## src/rtl/sha2_regs_pkg.sv

```systemverilog
// Shared address map, register bit positions and feeder FSM states for the
// SHA2 conduit register bank.
package sha2_regs_pkg;

  localparam logic [11:0] ADDR_CTRL       = 12'h000;
  localparam logic [11:0] ADDR_STATUS     = 12'h004;
  localparam logic [11:0] ADDR_MSG_IN     = 12'h008;
  localparam logic [11:0] ADDR_IRQ_EN     = 12'h00C;
  localparam logic [11:0] ADDR_IRQ_STATUS = 12'h010;
  localparam logic [11:0] ADDR_DIGEST0    = 12'h040;
  localparam logic [11:0] ADDR_DIGEST7    = 12'h05C;

  localparam int CTRL_START    = 0;
  localparam int CTRL_LAST     = 1;
  localparam int CTRL_SOFT_RST = 2;

  localparam int ST_BUSY      = 0;
  localparam int ST_DONE      = 1;
  localparam int ST_FULL      = 2;
  localparam int ST_EMPTY     = 3;
  localparam int ST_COUNT_LSB = 8;

  typedef enum logic [1:0] {
    IDLE = 2'd0,
    RUN  = 2'd1,
    WAIT = 2'd2
  } state_e;

endpackage

```

## src/rtl/sha2_msg_fifo.sv

```systemverilog
// Message-word FIFO with wrap-bit pointers and a synchronous clear.
// Caller gates push with !full and pop with !empty.
module sha2_msg_fifo #(
  parameter int FIFO_DEPTH = 16,
  parameter int DW         = 32,
  localparam int AW        = $clog2(FIFO_DEPTH)
) (
  input  logic          clk,
  input  logic          rst,
  input  logic          clr,
  input  logic          push,
  input  logic          pop,
  input  logic [DW-1:0] wdata,
  output logic [DW-1:0] rdata,
  output logic          full,
  output logic          empty,
  output logic [AW:0]   count
);

  logic [DW-1:0] mem_q [FIFO_DEPTH];
  logic [AW:0]   wptr_q, wptr_d, rptr_q, rptr_d;

  always_comb begin
    wptr_d = wptr_q;
    rptr_d = rptr_q;
    if (clr) begin
      wptr_d = '0;
      rptr_d = '0;
    end else begin
      if (push) wptr_d = wptr_q + 1'b1;
      if (pop)  rptr_d = rptr_q + 1'b1;
    end
  end

  always_ff @(posedge clk) begin
    if (rst) begin
      wptr_q <= '0;
      rptr_q <= '0;
    end else begin
      wptr_q <= wptr_d;
      rptr_q <= rptr_d;
    end
  end

  always_ff @(posedge clk) begin
    if (push && !clr) mem_q[wptr_q[AW-1:0]] <= wdata;
  end

  // The extra wrap bit makes the subtraction exact modulo 2*FIFO_DEPTH.
  assign count = wptr_q - rptr_q;
  assign full  = (count == (AW+1)'(FIFO_DEPTH));
  assign empty = (wptr_q == rptr_q);
  assign rdata = mem_q[rptr_q[AW-1:0]];

endmodule

```

## src/rtl/sha2_conduit_regs.sv

```systemverilog
// Conduit-side register bank and SHA-256 message feeder.
// Define SHA2_REGS_IRQ_EN to add IRQ_EN/IRQ_STATUS and the irq output.
module sha2_conduit_regs
  import sha2_regs_pkg::*;
#(
  parameter int D_WIDTH    = 32,
  parameter int FIFO_DEPTH = 16
) (
  input  logic                 pclk,
  input  logic                 prst,
  input  logic                 con_wr,
  input  logic                 con_rd,
  input  logic [11:0]          con_waddr,
  input  logic [11:0]          con_raddr,
  input  logic [D_WIDTH-1:0]   con_wdata,
  input  logic [D_WIDTH/8-1:0] con_wbyte_enable,
  output logic                 con_wr_ack,
  output logic [D_WIDTH-1:0]   con_rdata,
  output logic                 con_read_valid,
  output logic                 con_slv_error,
  output logic                 msg_valid,
  input  logic                 msg_ready,
  output logic [31:0]          msg_data,
  output logic                 msg_last,
  input  logic                 digest_valid,
  input  logic [255:0]         digest
`ifdef SHA2_REGS_IRQ_EN
  ,
  output logic                 irq
`endif
);

  localparam int CW = $clog2(FIFO_DEPTH) + 1;

  state_e             state_q, state_d;
  logic               last_req_q, last_req_d, done_q, done_d;
  logic [7:0][31:0]   digest_q, digest_d;
  logic               wr_ack_q, wr_ack_d, rd_pend_q, rd_pend_d, rd_err_q, rd_err_d;
  logic               read_valid_q, read_valid_d, slv_err_q, slv_err_d;
  logic [D_WIDTH-1:0] rdata_q, rdata_d;

  logic               fifo_push, fifo_pop, fifo_clr, fifo_full, fifo_empty;
  logic [CW-1:0]      fifo_count;
  logic               wr_err, rd_err, start, last_set, soft_rst, latch;
  logic [D_WIDTH-1:0] rd_val, status;
`ifdef SHA2_REGS_IRQ_EN
  logic               irq_en_q, irq_en_d, irq_st_q, irq_st_d, irq_q, irq_d;
  logic               irq_en_wr, irq_st_wr;
`endif

  sha2_msg_fifo #(.FIFO_DEPTH(FIFO_DEPTH), .DW(32)) u_fifo (
    .clk   (pclk),
    .rst   (prst),
    .clr   (fifo_clr),
    .push  (fifo_push),
    .pop   (fifo_pop),
    .wdata (con_wdata[31:0]),
    .rdata (msg_data),
    .full  (fifo_full),
    .empty (fifo_empty),
    .count (fifo_count)
  );

  assign msg_valid = (state_q == RUN) && !fifo_empty;
  assign msg_last  = (state_q == RUN) && last_req_q && (fifo_count == CW'(1));
  assign fifo_pop  = msg_valid && msg_ready;

  // Write decode: any error suppresses every side effect of the access.
  always_comb begin
    wr_err    = 1'b0;
    fifo_push = 1'b0;
    start     = 1'b0;
    last_set  = 1'b0;
    soft_rst  = 1'b0;
`ifdef SHA2_REGS_IRQ_EN
    irq_en_wr = 1'b0;
    irq_st_wr = 1'b0;
`endif
    if (con_wr) begin
      case (con_waddr)
        ADDR_CTRL: begin
          if (con_wdata[CTRL_SOFT_RST]) begin
            soft_rst = 1'b1;
          end else begin
            wr_err   = (con_wdata[CTRL_START] && state_q != IDLE) ||
                       (con_wdata[CTRL_LAST]  && state_q != RUN);
            start    = con_wdata[CTRL_START] && !wr_err;
            last_set = con_wdata[CTRL_LAST]  && !wr_err;
          end
        end
        ADDR_MSG_IN: begin
          wr_err    = (con_wbyte_enable != '1) || fifo_full;
          fifo_push = !wr_err;
        end
`ifdef SHA2_REGS_IRQ_EN
        ADDR_IRQ_EN:     irq_en_wr = 1'b1;
        ADDR_IRQ_STATUS: irq_st_wr = 1'b1;
`endif
        default: wr_err = 1'b1;
      endcase
    end
  end

  always_comb begin
    status                     = '0;
    status[ST_BUSY]            = (state_q != IDLE);
    status[ST_DONE]            = done_q;
    status[ST_FULL]            = fifo_full;
    status[ST_EMPTY]           = fifo_empty;
    status[ST_COUNT_LSB +: CW] = fifo_count;
    rd_err = 1'b0;
    rd_val = '0;
    if (con_raddr == ADDR_STATUS)
      rd_val = status;
    else if (con_raddr >= ADDR_DIGEST0 && con_raddr <= ADDR_DIGEST7 && con_raddr[1:0] == 2'b00)
      rd_val = digest_q[3'd7 - con_raddr[4:2]];
`ifdef SHA2_REGS_IRQ_EN
    else if (con_raddr == ADDR_IRQ_EN)
      rd_val = D_WIDTH'(irq_en_q);
    else if (con_raddr == ADDR_IRQ_STATUS)
      rd_val = D_WIDTH'(irq_st_q);
`endif
    else
      rd_err = 1'b1;
  end

  always_comb begin
    state_d    = state_q;
    last_req_d = last_req_q;
    done_d     = done_q;
    digest_d   = digest_q;
    fifo_clr   = 1'b0;
    latch      = 1'b0;
    if (soft_rst) begin
      state_d    = IDLE;
      last_req_d = 1'b0;
      done_d     = 1'b0;
      fifo_clr   = 1'b1;
    end else begin
      if (last_set) last_req_d = 1'b1;
      case (state_q)
        IDLE: if (start) begin
          state_d = RUN;
          done_d  = 1'b0;
        end
        RUN:  if (fifo_pop && msg_last) state_d = WAIT;
        WAIT: if (digest_valid) begin
          state_d    = IDLE;
          digest_d   = digest;
          done_d     = 1'b1;
          last_req_d = 1'b0;
          latch      = 1'b1;
        end
        default: state_d = IDLE;
      endcase
    end
  end

  // Reads take two cycles so the adapter's registered prdata is stable at pready.
  always_comb begin
    wr_ack_d     = con_wr;
    rd_pend_d    = con_rd;
    rd_err_d     = con_rd & rd_err;
    read_valid_d = rd_pend_q;
    slv_err_d    = wr_err | rd_err_q;
    rdata_d      = con_rd ? (rd_err ? '0 : rd_val) : rdata_q;
  end

`ifdef SHA2_REGS_IRQ_EN
  always_comb begin
    irq_en_d = irq_en_q;
    irq_st_d = irq_st_q;
    if (irq_en_wr) irq_en_d = con_wdata[0];
    if (irq_st_wr && con_wdata[0]) irq_st_d = 1'b0;
    if (latch) irq_st_d = 1'b1;
    irq_d = irq_st_q & irq_en_q;
  end

  always_ff @(posedge pclk) begin
    if (prst) begin
      irq_en_q <= 1'b0;
      irq_st_q <= 1'b0;
      irq_q    <= 1'b0;
    end else begin
      irq_en_q <= irq_en_d;
      irq_st_q <= irq_st_d;
      irq_q    <= irq_d;
    end
  end

  assign irq = irq_q;
`endif

  always_ff @(posedge pclk) begin
    if (prst) begin
      state_q      <= IDLE;
      last_req_q   <= 1'b0;
      done_q       <= 1'b0;
      digest_q     <= '0;
      wr_ack_q     <= 1'b0;
      rd_pend_q    <= 1'b0;
      rd_err_q     <= 1'b0;
      read_valid_q <= 1'b0;
      slv_err_q    <= 1'b0;
      rdata_q      <= '0;
    end else begin
      state_q      <= state_d;
      last_req_q   <= last_req_d;
      done_q       <= done_d;
      digest_q     <= digest_d;
      wr_ack_q     <= wr_ack_d;
      rd_pend_q    <= rd_pend_d;
      rd_err_q     <= rd_err_d;
      read_valid_q <= read_valid_d;
      slv_err_q    <= slv_err_d;
      rdata_q      <= rdata_d;
    end
  end

  assign con_wr_ack     = wr_ack_q;
  assign con_read_valid = read_valid_q;
  assign con_slv_error  = slv_err_q;
  assign con_rdata      = rdata_q;

endmodule

```

## config.mk

```make
export PLATFORM = sky130hd
export DESIGN_NAME = sha2_conduit_regs
export DESIGN_NICKNAME = d
export VERILOG_FILES = /design/src/rtl/sha2_regs_pkg.sv /design/src/rtl/sha2_msg_fifo.sv /design/src/rtl/sha2_conduit_regs.sv
export SDC_FILE = /design/constraint.sdc
export NUM_CORES = 1
export LEC_CHECK = 0
export CORE_MARGIN = 4
export CORE_UTILIZATION = 55
export CTS_CLUSTER_DIAMETER = 150
export CTS_CLUSTER_SIZE = 30
export DETAILED_ROUTE_END_ITERATION = 7
export PLACE_DENSITY = 0.78
export SYNTH_ARGS = -nofsm -noshare
export SYNTH_HDL_FRONTEND = slang
export SYNTH_HIERARCHICAL = 1
export SYNTH_SLANG_ARGS = --single-unit
```

## constraint.sdc

```tcl
create_clock -name pclk -period 4.1 [get_ports pclk]
set_input_delay 0.82 -clock pclk [delete_from_list [all_inputs] [get_ports pclk]]
set_output_delay 0.82 -clock pclk [all_outputs]
set_load 0.005 [all_outputs]
```

== Word level (Yosys, flattened, before mapping) ==
Memories as Yosys holds them, arrays and structs flattened. A register that Yosys moved wholly into a read port is not among the register bits.
Index checks and enable logic that the tools add are counted.

* Memories: 1
* Latch bits: 0
* Memory bits (read-only): 0
* Bits of input ports: 322
* Word-level logic and storage cells: 106
* Bits in registers: 307
* Bits in writable memories: 512
* Output and inout port bits: 69

* Add/subtract/negate cells: 4
* Reduce and logical (&&, ||, !) cells: 28
* $lt $le $gt $ge: 3
* Shifts and indexed selects: 0
* $mul: 0
* Bitwise logic cells: 3
* Mux-type cells: 36
* Div/mod/pow operators: 0
* Eq/ne operators: 12

{| class="wikitable"
|+ Memories
! memory !! depth !! bits a word !! rd ports !! clocked after Yosys merged registers in !! wr ports !! line !! RTL
|-
| u_fifo.mem_q || 16 || 32 || 1 || 1 || 1 || sha2_msg_fifo.sv:20 || <nowiki>logic [DW-1:0] mem_q [FIFO_DEPTH];</nowiki>
|}

{| class="wikitable"
|+ Operators by type and width
! operator !! number
|-
| 32-bit two-way mux || 4
|-
| 32-bit binary-select mux with 3-bit select || 1
|-
| 1-bit two-way mux || 23
|-
| 12-bit by 3-bit == test with 1-bit output, second input constant || 1
|-
| 12-bit by 4-bit == test with 1-bit output, second input constant || 1
|-
| 12-bit by 7-bit >= comparator with 1-bit output, second input constant || 1
|-
| 12-bit by 7-bit <= comparator with 1-bit output, second input constant || 1
|-
| 1-bit logical AND || 12
|-
| 12-bit zero test || 1
|-
| 5-bit by 1-bit adder with 5-bit output, second input constant || 2
|-
| 3-bit AND reduction || 3
|-
| 4-bit two-way mux || 2
|-
| 2-bit two-way mux || 3
|-
| 2-bit case mux with 3 select lines || 1
|-
| 5-bit by 1-bit == test with 1-bit output, second input constant || 1
|-
| 5-bit == test || 1
|-
| 5-bit == test, second input constant || 1
|-
| 5-bit subtractor || 1
|-
| 1-bit zero test || 4
|-
| 2-bit zero test || 2
|-
| 3-bit by 4-bit < comparator with 1-bit output, second input constant || 1
|-
| 2-bit by 1-bit inequality test with 1-bit output, second input constant || 2
|-
| 2-bit inequality test, second input constant || 2
|-
| 4-bit inequality test, second input constant || 1
|-
| other kinds (10) || 14
|}

== Logic depth before layout (Yosys ltp) ==
Gate-level depths: netlist of the first run.

* Word-level depth: 11
* Depth in mapped cells: 12
* Gate-level depth less buffers: 11

== Modules after synthesis ==
The synthesis of the first run kept the hierarchy.

{| class="wikitable"
|+ By module, submodules not included
! module !! instances !! seq. area each (sq um) !! cells an instance !! area each (sq um)
|-
| sha2_msg_fifo || 1 || 15,655.0 || 881 || 19,926.6
|-
| sha2_conduit_regs || 1 || 5,945.7 || 1,376 || 14,980.6
|}

== Worst setup path before layout of the first run ==
Ideal clock, no wire load.

* Path kind: register to register
* From: register u_fifo.wptr_q[0]
* To: memory u_fifo.mem_q[4][0], enable pin
* Buffers on the path: 1
* Data required time: 3.708 ns
* Path slack: 0.401 ns
* Data arrival time: 3.307 ns
* Stages on the path, launching flop included: 13
* Cells stage by stage: dfxtp_1 -> inv_1 -> ha_1 -> fa_1 -> nand2b_1 -> a21oi_1 -> xnor2_1 -> nor4b_1 -> nor4_1 -> clkbuf_1 -> nand2_1 -> nor3_1 -> and2_1

* Cells in the longest elaborated chain, start to end: 9

{| class="wikitable"
|+ Ends and longest elaborated chain
! item !! line !! RTL
|-
| start, declared || sha2_msg_fifo.sv:21 || <nowiki>logic [AW:0] wptr_q, wptr_d, rptr_q, rptr_d;</nowiki>
|-
| start signal, assigned || sha2_msg_fifo.sv:40 || <nowiki>wptr_q <= wptr_d;</nowiki>
|-
| 5-bit subtractor || sha2_msg_fifo.sv:50 || <nowiki>assign count = wptr_q - rptr_q;</nowiki>
|-
| via fifo_count[4] || sha2_conduit_regs.sv:43 || <nowiki>logic [CW-1:0] fifo_count;</nowiki>
|-
| 5-bit == test || sha2_msg_fifo.sv:51 || <nowiki>assign full = (count == (AW+1)'(FIFO_DEPTH));</nowiki>
|-
| via fifo_full || sha2_conduit_regs.sv:42 || <nowiki>logic fifo_push, fifo_pop, fifo_clr, fifo_full, fifo_empty;</nowiki>
|-
| 1-bit logical OR || sha2_conduit_regs.sv:92 || <nowiki>wr_err = (con_wbyte_enable != '1) || fifo_full;</nowiki>
|-
| 1-bit zero test || sha2_conduit_regs.sv:93 || <nowiki>fifo_push = !wr_err;</nowiki>
|-
| 1-bit two-way mux || sha2_conduit_regs.sv:80 || <nowiki>case (con_waddr)</nowiki>
|-
| 1-bit two-way mux || sha2_conduit_regs.sv:79 || <nowiki>if (con_wr) begin</nowiki>
|-
| via fifo_push || sha2_conduit_regs.sv:42 ||
|-
| 1-bit logical AND || sha2_msg_fifo.sv:46 || <nowiki>if (push && !clr) mem_q[wptr_q[AW-1:0]] <= wdata;</nowiki>
|-
| 1-bit two-way mux || sha2_msg_fifo.sv:46 ||
|-
| 1-bit two-way mux (not written as such) || sha2_msg_fifo.sv:46 ||
|-
| end, declared || sha2_msg_fifo.sv:20 ||
|}

The timed path passes the listed nets, and every way through them passes these cells.

==> results of run 1 <==
## state kept, by name, summed over array words and instances (netlist names), named ones only
signal	cells
con_rdata	32
con_read_valid	1
con_slv_error	1
con_wr_ack	1
digest_q	256
done_q	1
last_req_q	1
rd_err_q	1
rd_pend_q	1
state_q	2
u_fifo/mem_q	512
u_fifo/rptr_q	5
u_fifo/wptr_q	5
## critical path: stages, from the launching register on
cell and delay, ns:
dfxtp_4 0.40, buf_12 0.38, mux4_2 0.57, a22oi_1 0.35, nand2_1 0.12, clkdlybuf4s50_1 0.47
## area by class of cell
type | instances | share of cell area [%]
diodes | 7 | 0.04319
clock buffers | 49 | 2.079
clock inverters | 2 | 0.09873
inverters | 10 | 0.09256
multi-input cells | 1269 | 30.55
flip-flops and latches | 823 | 53.28
well taps | 846 | 2.610
repair buffers | 445 | 11.25
## cell families after synthesis
family / count (synthesis) / synth area share [%]
multiplexers: 480 / 20.85
XOR/XNOR: 12 / 0.3011
buffers and inverters: 165 / 2.678
adder cells (fa/ha/maj): 10 / 0.3799
AND/OR/NAND/NOR: 652 / 11.36
flip-flops: 823 / 61.88
AO/OA/AOI/OAI: 115 / 2.556
## per-layer routing
metal  global-route usage [%]  share of wire, %  vias up  routed length (um)
met5                        0              0.21        -                 177
met4                    6.296               2.7       26                2304
met3                    6.671               8.0      126                6811
met2                    43.97                52      688               43920
met1                    30.47                37    10028               31420
li1                         -                 -     9025                   -
## cell usage in the layout (no fill, tap or decap), types with 3 or more instances in the layout
cell type	n
nand3_1	3
a21oi_1	5
ha_1	9
mux4_1	12
edfxtp_1	512
xnor2_1	7
a22o_1	23
nand4_1	8
o31ai_1	3
buf_4	37
nor2_1	21
inv_1	10
dfxtp_1	308
nor4_1	3
nand2b_1	517
nor4bb_1	3
clkdlybuf4s50_1	385
mux2i_1	259
nand2_1	40
a22oi_1	64
a211oi_1	4
nor4_2	3
diode_2	7
nor2b_1	8
a221o_1	5
xor2_1	5
mux2_2	30
clkbuf_16	31
nor3_1	4
and2_1	24
clkbuf_1	18
mux4_2	179
buf_12	20
## worst paths after layout
path / from / end / slack [ns] / cells after the start
setup / recovery: register / msg_data[20] / 0.30 / 5
hold / removal: con_rdata[11] / con_rdata[11] / 0.48 / 2
setup reg to reg: u_fifo/wptr_q[0] / u_fifo/mem_q[2][29] / 0.64 / 12
hold reg to reg: con_rdata[11] / con_rdata[11] / 0.48 / 2
## repair_timing
item | CTS | global route
gates resized for setup | 2 | 1
hold buffers | 0 | 0
buffers inserted | 0 | 0
endpoints found under the setup margin | 1 | 1
pin swaps | 0 | 1
hold endpoints to repair | 0 | 0
## through the flow
step           instance area [um^2]  worst slack, ns
6_report                      40560           0.3041
5_1_grt                       40550         0.009398
4_1_cts                       40540           0.1198
3_5_place_dp                  39650           0.3869
3_3_place_gp                  39650           0.4002
2_1_floorplan                 34910           0.4010
## report_power, final
part / switching, mW / internal (mW) / total (mW)
registers: 0.00306 / 8.77 / 8.77
clock network: 2.41 / 1.45 / 3.87
logic: 0.298 / 0.417 / 0.715
==> impl_results.md, run 1 <==
* Final Hold Vio Count at 0
* I/O pins at 391
* Crit path time final at 3.796 ns
* Maximum VDD drop at 0.3310 mV
* Vias in the first global route at 20719
* Largest cells by area after synthesis: edfxtp_1 (44%), dfxtp_1 (18%), mux4_2 (12%), nand2b_1 (9.3%), mux2i_1 (7.4%)
* Clock Tree Root: clkbuf_16
* Max FO, Critical Path at 56
* Endpoint type of the worst setup path: output port
* Vias at 19893
* Pre-antenna DRT Iters at 5
* Cells after Synth at 2257
* Worst-Margin Slew at ~1.0 ns
* Final period util at just over 90%
* Area Growth Syn to Fin at 16.18%
* P_leak at 12.84 nW
* Synth Area per Inst at 15.47 um^2
* Commonest cells post-synth: nand2b_1 (517), edfxtp_1 (512), dfxtp_1 (311), mux2i_1 (259), mux4_2 (179)
* Primary FF master, synth: edfxtp_1
* Worst hold path class: reg -> reg
* Die area at 67560 um^2
* Synth async-reset ratio at 0%
* Max-cap viol count at 0
* Avg WL per Cell at about 25 um
* CTS Buf Count at 31
* Post-Synthesis Cell Area at 34910 um^2
* Initial antenna violation count at 21
* Synth cell types at 51
* Fmax at 0.2634 GHz
* Req. time, crit path at around 3.3 ns
* Startpoint types: register
* Clock skew at 0.01871 ns
* Nets at 2912
* GRT overflow at 0
* Max clock buf depth at 3
* Number of port buffers at a little under 400
* Routed vias/inst at 5.764
* RSZ-0062 raised after global routing: false
* Clock Sinks at 823
* CTS tree: built
* Worst Hold Slack at 0.4753 ns
* Die Ht at 259.9 um
* Mapped Nets at 2589
* Final Slew Violations at 0
* Cell with the most instances after synthesis: nand2b_1
* Starting Density at 55.44%
* Setup TNS at 0 ns
* Worst-path clk slew at 0.12 ns
* Post-route insts no fill at roughly 3500
* DR DRC count at 0
* Synth top area share at between 40 and 50%
* Antenna Nets Post-Route at 0
* Seq/Total Area, Yosys at between 60% and 70%
* Number of synthesized flops with an enable pin at 512
* H-tree levels at 1
* Fillers at 4528
* Final setup vio count at 0
* Starting DRT DRC Count at 1821
* FP Rows at 92
* Worst Setup Path Type: reg -> out
* GPL Wtd Cong at 0.8370
* Cell taking the most area after synthesis: edfxtp_1
* PD cells at 329.3 nW/um^2
* Tot GR Track Use at 24.86%
* Largest net degree at the start of global routing at 300
* CP arrival at a little under 3 ns
* Layout cell share with drive strength beyond 1 at 12.16%
* Register area at 21610 um^2
* Ys Warns at 6
* Insertion delay to the later sink of the worst-skew pair at 0.66 ns
* Tot Pwr at 13.36 mW
* Global-route wire length before repair at around 130000 um
* Fin util at 64.41%
* Status: finished clean
* Max_slew headroom at between 30% and 40%
* Core Area at 62970 um^2
* Post-synthesis register bit count at 823
* Total Wirelength at 84640 um
* Multi-input gate area at 12390 um^2
* HPWL Detailed at about 58000 um
* Placed cell count at 3393
* Die width at 259.9 um
No activity file was read; power rests on OpenSTA's default activity.
==> run 2: changes to the inputs <==
--- a/config.mk
+++ b/config.mk
@@ -11,6 +11,7 @@
 export CTS_CLUSTER_SIZE = 30
 export DETAILED_ROUTE_END_ITERATION = 7
 export PLACE_DENSITY = 0.78
+export SLEW_MARGIN = 5
 export SYNTH_ARGS = -nofsm -noshare
 export SYNTH_HDL_FRONTEND = slang
 export SYNTH_HIERARCHICAL = 1
==> results of run 2 <==
No change in the layout: final DEF, timing and power equal those of run 1.
==> run 3: changes to the inputs <==
==> constraint.sdc (replaced) <==
create_clock -name pclk -period 4.6 [get_ports pclk]
set_input_delay 0.92 -clock pclk [delete_from_list [all_inputs] [get_ports pclk]]
set_output_delay 0.92 -clock pclk [all_outputs]
set_load 0.005 [all_outputs]
==> run 3 against run 2 <==
  * Count of clock-buffer cells in the layout grew 1
  * Final cell count is essentially flat
  * Wire length grew 0.34%
  * Design area shrank 0.20%
  * Global-route usage shrank 0.066 points
==> impl_results.md, run 3 (synthesis results as in run 1) <==
* Status: finished clean
* Vias at 19839 (-0.27%)
* Clock skew at 0.02300 ns (+0.004293 ns)
* PD cells at 294.2 nW/um^2 (-11%)
* P_leak at 12.83 nW (about the same)
* Initial antenna violation count at 16 (-24%)
* HPWL Detailed at 57640 um (about the same)
* Portion of total power attributed to the clock network at 29.0% (about the same)
* Core Area at 62970 um^2 (unchanged)
* Tot GR Track Use at 24.80% (-0.066 points)
* Total Wirelength at 84930 um (+0.34%)
* Fmax at 0.2341 GHz
* Max-cap viol count at 0 (unchanged)
* Starting DRT DRC Count at 1813 (-0.44%)
* Switch share at 20.31% (about the same)
* Clock Sinks at 823 (unchanged)
* Worst-Margin Slew at 1.223 ns (+0.2227 ns)
* Postcts setup bufs at 0 (unchanged)
* Worst Setup Path Type: reg -> out
* Insertion delay to the later sink of the worst-skew pair at 0.65 ns (about the same)
* Largest net degree at the start of global routing at 291 (-3.0%)
* Most frequent cells in the layout: nand2b_1 (517), edfxtp_1 (512), clkdlybuf4s50_1 (385)
* DR DRC count at 0 (unchanged)
* Maximum VDD drop at 0.3276 mV (-1.0%)
* Crit path time final at 4.272 ns
* Worst Hold Slack at 0.4777 ns (+0.002395 ns)
* CP arrival at 3.35 ns (+0.37 ns)
* Req. time, crit path at 3.68 ns (+0.40 ns)
* Nets at 2909 (-0.10%)
* Antenna Nets Post-Route at 0 (unchanged)
* Worst hold path class: reg -> reg
* Final Slew Violations at 0 (unchanged)
* Pre-antenna DRT Iters at 5 (unchanged)
* Share of power burned in registers at 65.7% (about the same)
* Endpoint type of the worst setup path: output port
* CTS tree: built
* Die Ht at 259.9 um (unchanged)
* Global-route wire length before repair at 127300 um (-0.16%)
* GPL Wtd Cong at 0.8460 (+1.1%)
* Max clock buf depth at 3 (unchanged)
* Die area at 67560 um^2 (unchanged)
* Worst-path clk slew at 0.12 ns (about the same)
* Fillers at 4502 (-0.57%)
* Final Hold Vio Count at 0 (unchanged)
* # resized after CTS at 0 (-2)
* Hold buffers post-CTS at 0 (unchanged)
* CTS Buf Count at 31 (unchanged)
* GRT overflow at 0 (unchanged)
* Number of port buffers at 390 (unchanged)
* Layout cell share with drive strength beyond 1 at 12.06% (-0.11 points)
* Final setup vio count at 0 (unchanged)
* Int Pwr at 9.490 mW (-11%)
* Starting Density at 55.44% (unchanged)
* Most common cell after layout, fill and taps aside: nand2b_1
* FP Rows at 92 (unchanged)
* Avg WL per Cell at 24.63 um (+0.43%)
* Area Growth Syn to Fin at 15.95%
* Vias in the first global route at 20454 (-1.3%)
* Startpoint types: register
* RSZ-0062 raised after global routing: false
* H-tree levels at 1 (unchanged)
* Switching power at 2.418 mW (-11%)
* Max FO, Critical Path at 26 (-54%)
* Setup TNS at 0 ns (unchanged)
* Clock Tree Root: clkbuf_16
* Number of flip-flops in the largest register at 512 (unchanged)
* Die width at 259.9 um (unchanged)
* Combinational power share at 5.4% (about the same)
* Max_slew headroom at 17.38% (-16 points)
* Final period util at 92.87%
* I/O pins at 391 (unchanged)
* Routed vias/inst at 5.754 (-0.18%)
run 3: stage by stage:
stage                     area, um^2  worst slack, ns  util, %  power, mW  instances
final                          40480           0.3281    64.28      11.91       3448
after global routing           40460          0.06108    64.26      12.31       3443
after CTS                      40450           0.1645    64.24      11.98       3442
after detailed placement       39560           0.4653    62.83      8.631       3390
after global placement         39560           0.6818    62.83      8.617       3390
after floorplan                34910           0.9010        -      8.214       2257
run 3: power by group through the flow:
stage | Combinational (mW) | Clock, mW | Sequential [mW]
6_report | 0.638 | 3.45 | 7.82
2_1_floorplan | 0.226 | 0 | 7.99
3_3_place_gp | 0.629 | 0 | 7.99
4_1_cts | 0.642 | 3.52 | 7.82
5_1_grt | 0.682 | 3.80 | 7.82
3_5_place_dp | 0.642 | 0 | 7.99
run 3: final timing paths:
path / cells past startpoint / endpoint / from / slack [ns]
min: 1 / con_read_valid / rd_pend_q / 0.48
max reg2reg: 14 / u_fifo/mem_q[4][31] / u_fifo/wptr_q[0] / 0.70
max: 5 / msg_data[18] / register / 0.33
min reg2reg: 1 / con_read_valid / rd_pend_q / 0.48
run 3: area by class of cell:
class | count | area, um^2 | share of cell area [%]
inverter | 10 | 37.54 | 0.09274
sequential | 823 | 21610 | 53.39
timing repair buffer | 442 | 4479 | 11.07
clock inverter | 2 | 40.04 | 0.09892
multi-input combinational | 1269 | 12390 | 30.61
tap | 846 | 1059 | 2.615
antenna | 6 | 15.01 | 0.03710
clock buffer | 50 | 847.1 | 2.093
run 3: metal layers:
layer | global-route usage (%) | up-vias | share of wire [%]
met3 | 6.281 | 110 | 7.7
li1 | - | 9023 | -
met4 | 4.137 | 22 | 1.9
met5 | 0 | - | 0.20
met2 | 44.99 | 653 | 53
met1 | 30.58 | 10031 | 38
run 3: worst max-delay path, stage by stage, from the launching register on:
cell	delay (ns)
dfxtp_4	0.72
buf_4	0.51
mux4_2	0.58
a22oi_1	0.33
nand2_1	0.09
clkdlybuf4s50_1	0.45
